## config.mk

```make
export PLATFORM = sky130hd
export DESIGN_NAME = pc_fetch_unit
export DESIGN_NICKNAME = d
export VERILOG_FILES = /design/src/rtl/pc_fetch_unit.sv
export SDC_FILE = /design/constraint.sdc
export NUM_CORES = 1
export LEC_CHECK = 0
export CAP_MARGIN = 20
export CELL_PAD_IN_SITES_DETAIL_PLACEMENT = 0
export CELL_PAD_IN_SITES_GLOBAL_PLACEMENT = 1
export CORE_ASPECT_RATIO = 1.2
export CORE_MARGIN = 2
export CORE_UTILIZATION = 26
export CTS_BUF_LIST = sky130_fd_sc_hd__clkbuf_8 sky130_fd_sc_hd__clkbuf_16
export CTS_CLUSTER_DIAMETER = 150
export DETAILED_ROUTE_END_ITERATION = 7
export PLACE_DENSITY_LB_ADDON = 0.12
export SLEW_MARGIN = 10
export SYNTH_ARGS = -nofsm -noshare
export SYNTH_HDL_FRONTEND = slang
export SYNTH_SLANG_ARGS = --single-unit
```

## constraint.sdc

```tcl
create_clock -name clk -period 1.9 [get_ports clk]
set_clock_uncertainty 0.15 [all_clocks]
set_input_delay 0.285 -clock clk [delete_from_list [all_inputs] [get_ports clk]]
set_output_delay 0.285 -clock clk [all_outputs]
set_load 0.01 [all_outputs]
```

## src/rtl/pc_fetch_unit.sv

```systemverilog
// Instruction-fetch stage: holds the PC, fetches over a ready handshake,
// selects the next PC on retire, counts retired fetches and traps misaligned PCs.
module pc_fetch_unit #(
  parameter logic [31:0] RESET_PC = 32'h0000_0000
) (
  input  logic        clk,
  input  logic        reset,
  input  logic [31:0] PCPlus4,
  input  logic [31:0] PCTarget,
  input  logic        PCSrc,
  input  logic        Jump,
  input  logic        instr_accept,
  input  logic        imem_ready,
  input  logic [31:0] imem_rdata,
  output logic        imem_req,
  output logic [31:0] imem_addr,
  output logic [31:0] PC,
  output logic [31:0] Instr,
  output logic        instr_valid,
  output logic [31:0] fetch_count,
  output logic        fault
);

  typedef enum logic [1:0] {
    S_REQ   = 2'd0,
    S_HOLD  = 2'd1,
    S_FAULT = 2'd2
  } state_t;

  state_t      r_state;
  state_t      w_next_state;
  logic [31:0] r_pc;
  logic [31:0] r_instr;
  logic        r_instr_valid;
  logic [31:0] r_fetch_count;
  logic        r_fault;
  logic [31:0] w_next_pc;
  logic        w_retire;
  logic        w_misaligned;

  // Jump outranks a taken branch when both are asserted.
  always_comb begin
    if (Jump) begin
      w_next_pc = {PCPlus4[31:28], r_instr[25:0], 2'b00};
    end else if (PCSrc) begin
      w_next_pc = PCTarget;
    end else begin
      w_next_pc = PCPlus4;
    end
  end

  assign w_retire     = (r_state == S_HOLD) && instr_accept;
  assign w_misaligned = (w_next_pc[1:0] != 2'b00);

  // NOTE: every output of this block gets a default first so no path can
  // leave one unassigned and infer a latch.
  always_comb begin
    w_next_state = r_state;
    imem_req     = 1'b0;
    case (r_state)
      S_REQ: begin
        imem_req = 1'b1;
        if (imem_ready) w_next_state = S_HOLD;
      end
      S_HOLD: begin
        if (instr_accept) w_next_state = w_misaligned ? S_FAULT : S_REQ;
      end
      S_FAULT: w_next_state = S_FAULT;
      default: w_next_state = S_REQ;
    endcase
  end

  // NOTE: sequential state uses non-blocking assignments so every register
  // samples the pre-edge values regardless of statement order.
  always_ff @(posedge clk) begin
    if (reset) r_state <= S_REQ;
    else       r_state <= w_next_state;
  end

  always_ff @(posedge clk) begin
    if (reset) begin
      r_pc          <= RESET_PC;
      r_instr       <= '0;
      r_instr_valid <= 1'b0;
      r_fetch_count <= '0;
      r_fault       <= 1'b0;
    end else begin
      if (r_state == S_REQ && imem_ready) begin
        r_instr       <= imem_rdata;
        r_instr_valid <= 1'b1;
      end
      if (w_retire) begin
        r_fetch_count <= r_fetch_count + 32'd1;
        r_instr_valid <= 1'b0;
        if (w_misaligned) r_fault <= 1'b1;
        else              r_pc    <= w_next_pc;
      end
    end
  end

  assign imem_addr   = r_pc;
  assign PC          = r_pc;
  assign Instr       = r_instr;
  assign instr_valid = r_instr_valid;
  assign fetch_count = r_fetch_count;
  assign fault       = r_fault;

endmodule

```

==> out/summary.json <==
{
  "layout": {
    "post_layout_nonfiller_instances": 1075,
    "antenna-diode-count": 0,
    "area.growth.synth_to_final_pct": 71.96,
    "num-fill-cells": 1867,
    "drive_above_1_share_pct": 17.74,
    "nets": 949,
    "finalInstanceArea_mm2": 0.008172
  },
  "drt": {
    "remaining_drc_errors": 0,
    "finalWirelength_mm": 17.23,
    "avgRoutedWirePerCell_um": 16.03,
    "drt_pass1_iterations": 4,
    "dr.first_iter.drc_count": 261,
    "via_per_inst": 4.644,
    "via_count": 4992,
    "postRouteAntennaNets": 0
  },
  "clock_tree": {
    "max-clock-path-buffers": 2,
    "cts.reportedPaths.clkPinSlew_ns": 0.07,
    "clk_root_buffer_cell": "sky130_fd_sc_hd__clkbuf_16",
    "cts_hold_buffers": 0,
    "cts_tree": "done",
    "cts-htree-levels": 3,
    "cts-buffers-inserted": 9,
    "worst_skew_pair.late_latency_ns": 0.35,
    "cts_num_sinks": 100
  },
  "global_routing": {
    "groute.layer.met2.usage_pct": 29.69,
    "grt_antenna_before_repair": 0,
    "via_count_of_the_first_global_routing_pass": 4901,
    "gr_util_met3_pct": 4.472,
    "gr-max-usage-layer": "met2",
    "grt_pass1_wl_mm": 25.72,
    "grt_usage_pct": 16.78,
    "grt.overflow.total": 0,
    "gr-usage-met1_pct": 19.45,
    "grt_max_degree": 44
  },
  "sta": {
    "achievable-frequency_ghz": 0.5231,
    "hold_viol_final": 0,
    "min_period_ns": 1.912,
    "slew_violations": 0,
    "setup_viol": 2,
    "slew-limit-headroom_pct": 55.12,
    "worst_slack_ns": -0.01156,
    "timing.final.crit_share_pct": 100.6,
    "grt_setup_unrepaired": "true",
    "worst_pin_slew_ns": 0.6732,
    "setup_tns_ns": -0.01946,
    "worst_hold_slack_ns": 0.1638
  },
  "place": {
    "pre_cts_ws_ns": -0.4859,
    "gpl_congestion": 0.7557,
    "sum_of_net_half_perimeters_after_detailed_placement_mm": 12.59,
    "place.detailed.instances": 1038,
    "placement.io_buffers": 232,
    "post_dp_cell_area_mm2": 0.007523
  },
  "run_status": {
    "violations": "negative setup slack",
    "run_status": "complete, but fails checks"
  },
  "floorplanning": {
    "top_level_ports": 233,
    "design.core.area_mm2": 0.01804,
    "dieWidth_um": 127.4,
    "num_rows": 54,
    "die_area_mm2": 0.01938,
    "initial_core_utilization_pct": 26.34,
    "dieHeight_um": 152.1
  },
  "logic_synthesis": {
    "avgSynthCellArea_um2": 7.960,
    "number_of_enable_type_register_cells_in_the_synthesized_netlist": 0,
    "synth-async-reset-ratio_pct": 0,
    "syn-num-nets": 700,
    "seq_area_frac_synth_pct": 42.13,
    "syn_inst": 597,
    "synthesis.yosys.warnings": 0,
    "yosys_most_used_dff": "sky130_fd_sc_hd__dfxtp_1",
    "synth.distinct_cells": 42,
    "yosys_register_bits": 100,
    "netlist_area_mm2": 0.004752
  },
  "worst_setup_path": {
    "worstPathArrival_ns": 2.05,
    "r2r-start": "fetch_count[1]",
    "worstSetupStartpoint": "fetch_count[1]",
    "cpMaxStageDelayCell": "sky130_fd_sc_hd__or4_4",
    "critical_path.cell_chain": "buf_4 > nand4_4 > or4_4 > or4_4 > a21oi_2",
    "cpLargestDelayFamily": "simple AND/OR/NAND/NOR gates",
    "max_stage_delay_ns": 0.50,
    "cp-start-kind": "register",
    "cp_data_required_time_ns": 2.04,
    "setup.worst_path.end_class": "register",
    "crit_top_cell": "sky130_fd_sc_hd__or4_4",
    "worstPathMaxFanout": 6,
    "worst-path-buf-inv": 1,
    "critical_path_class": "reg -> reg"
  },
  "min_path": {
    "hold_path_startpoint": "reset",
    "holdCritPathClass": "in -> reg"
  },
  "job": {
    "drv.max_cap_violation_count": 0
  },
  "power_and_ir_drop": {
    "vdd_ir_drop_max_mv": 0.4453,
    "power.density_mw_per_mm2": 575.0,
    "power_leakage_nw": 3.016
  }
}
## power breakdown
| part | switching [W] | total, W | internal, W |
|---|---|---|---|
| Clock | 0.000799 | 0.00167 | 0.000868 |
| Combinational | 0.000355 | 0.000818 | 0.000463 |
| Sequential | 0.0000561 | 0.00221 | 0.00216 |
## cells in the final DEF, fill, tap and decap left out, types with 8 or more instances in the layout
cell type / instances
sky130_fd_sc_hd__a21oi_1: 67
sky130_fd_sc_hd__dfxtp_1: 86
sky130_fd_sc_hd__mux2i_1: 31
sky130_fd_sc_hd__dfxtp_2: 8
sky130_fd_sc_hd__nor2b_1: 8
sky130_fd_sc_hd__nor2_1: 25
sky130_fd_sc_hd__nand2_1: 151
sky130_fd_sc_hd__buf_4: 59
sky130_fd_sc_hd__nand4_1: 11
sky130_fd_sc_hd__buf_6: 10
sky130_fd_sc_hd__o21ai_0: 31
sky130_fd_sc_hd__xnor2_1: 8
sky130_fd_sc_hd__clkbuf_16: 9
sky130_fd_sc_hd__buf_12: 8
sky130_fd_sc_hd__or4_4: 8
sky130_fd_sc_hd__clkdlybuf4s50_1: 225
## through the flow
step	total power [W]	util, %
after floorplan	0.002580	-
after CTS	0.004782	43.62
final	0.004699	45.30
after detailed placement	0.003082	41.70
after global placement	0.003075	41.70
after global routing	0.004935	45.30
## worst reg2reg max path: stages, from the launching register on
cell	delay, ns
sky130_fd_sc_hd__dfxtp_4	0.35
sky130_fd_sc_hd__buf_4	0.11
sky130_fd_sc_hd__nand4_4	0.13
sky130_fd_sc_hd__or4_4	0.50
sky130_fd_sc_hd__or4_4	0.50
sky130_fd_sc_hd__a21oi_2	0.12
## registers in the layout, indices dropped and copies added, names as in the netlist
signal	flops
Instr	32
instr_valid	1
fault	1
PC	32
fetch_count	32
r_state	2
## routing by layer
metal,vias to the layer above,share of wire (%)
li1,2519,-
met1,2327,41
met2,133,52
met3,13,6.0
met4,0,1.2
met5,-,0
## cells by family after synthesis
| family | Yosys count | share of synthesized area [%] |
|---|---|---|
| AOI/OAI and AO/OA | 119 | 13.51 |
| xor gates and xnor gates | 11 | 2.028 |
| adders and majority gates | 1 | 0.2633 |
| buffers and inverters | 77 | 8.978 |
| DFF | 100 | 42.13 |
| muxes | 38 | 8.189 |
| and+or+nand+nor | 251 | 24.91 |
## cell usage after synthesis (2+ instances only)
library cell	number	area share [%]
sky130_fd_sc_hd__a211oi_1	4	0.63
sky130_fd_sc_hd__a21oi_1	73	7.7
sky130_fd_sc_hd__and2_1	2	0.26
sky130_fd_sc_hd__and4_1	5	0.92
sky130_fd_sc_hd__buf_1	8	0.63
sky130_fd_sc_hd__buf_2	8	0.84
sky130_fd_sc_hd__buf_4	32	5.1
sky130_fd_sc_hd__clkbuf_1	22	1.7
sky130_fd_sc_hd__dfxtp_1	100	42
sky130_fd_sc_hd__inv_1	6	0.47
sky130_fd_sc_hd__mux2_2	7	1.7
sky130_fd_sc_hd__mux2i_1	31	6.5
sky130_fd_sc_hd__nand2_1	151	12
sky130_fd_sc_hd__nand3_1	6	0.63
sky130_fd_sc_hd__nand4_1	11	1.4
sky130_fd_sc_hd__nand4_2	2	0.53
sky130_fd_sc_hd__nor2_1	26	2.1
sky130_fd_sc_hd__nor2b_1	8	1.1
sky130_fd_sc_hd__nor3_1	9	0.95
sky130_fd_sc_hd__nor3b_1	3	0.47
sky130_fd_sc_hd__nor4_1	7	0.92
sky130_fd_sc_hd__o21ai_0	31	3.3
sky130_fd_sc_hd__o31ai_1	7	1.1
sky130_fd_sc_hd__or3_1	4	0.53
sky130_fd_sc_hd__or4_1	7	1.1
sky130_fd_sc_hd__or4_4	2	0.47
sky130_fd_sc_hd__xnor2_1	8	1.5
sky130_fd_sc_hd__xor2_1	3	0.55
## cell type report
| cell class | instances | area [µm²] | share of cell area (%) |
|---|---|---|---|
| Clock buffer | 9 | 225.2 | 2.756 |
| Clock inverter | 7 | 33.78 | 0.4134 |
| Tap cell | 224 | 280.3 | 3.430 |
| Sequential cell | 100 | 2034 | 24.90 |
| Inverter | 6 | 22.52 | 0.2756 |
| Multi-Input combinational cell | 423 | 2580 | 31.57 |
| Timing Repair Buffer | 306 | 2995 | 36.66 |
## timing repair
item                                    CTS  global route
buffers inserted                          0            17
pin swaps                                 4            22
cloned                                    2             2
endpoints found under the setup margin   40            15
gates resized for setup                  16            39
## path summary, 6_finish.rpt
kind | endpoint | slack (ns) | cells past startpoint
worst max-delay path | fetch_count[23] | -0.01 | 5
worst min-delay path | fetch_count[23] | 0.16 | 2
worst max register to register | fetch_count[23] | -0.01 | 5
worst min register to register | Instr[29] | 0.31 | 2
No activity file was read; power rests on OpenSTA's default activity.
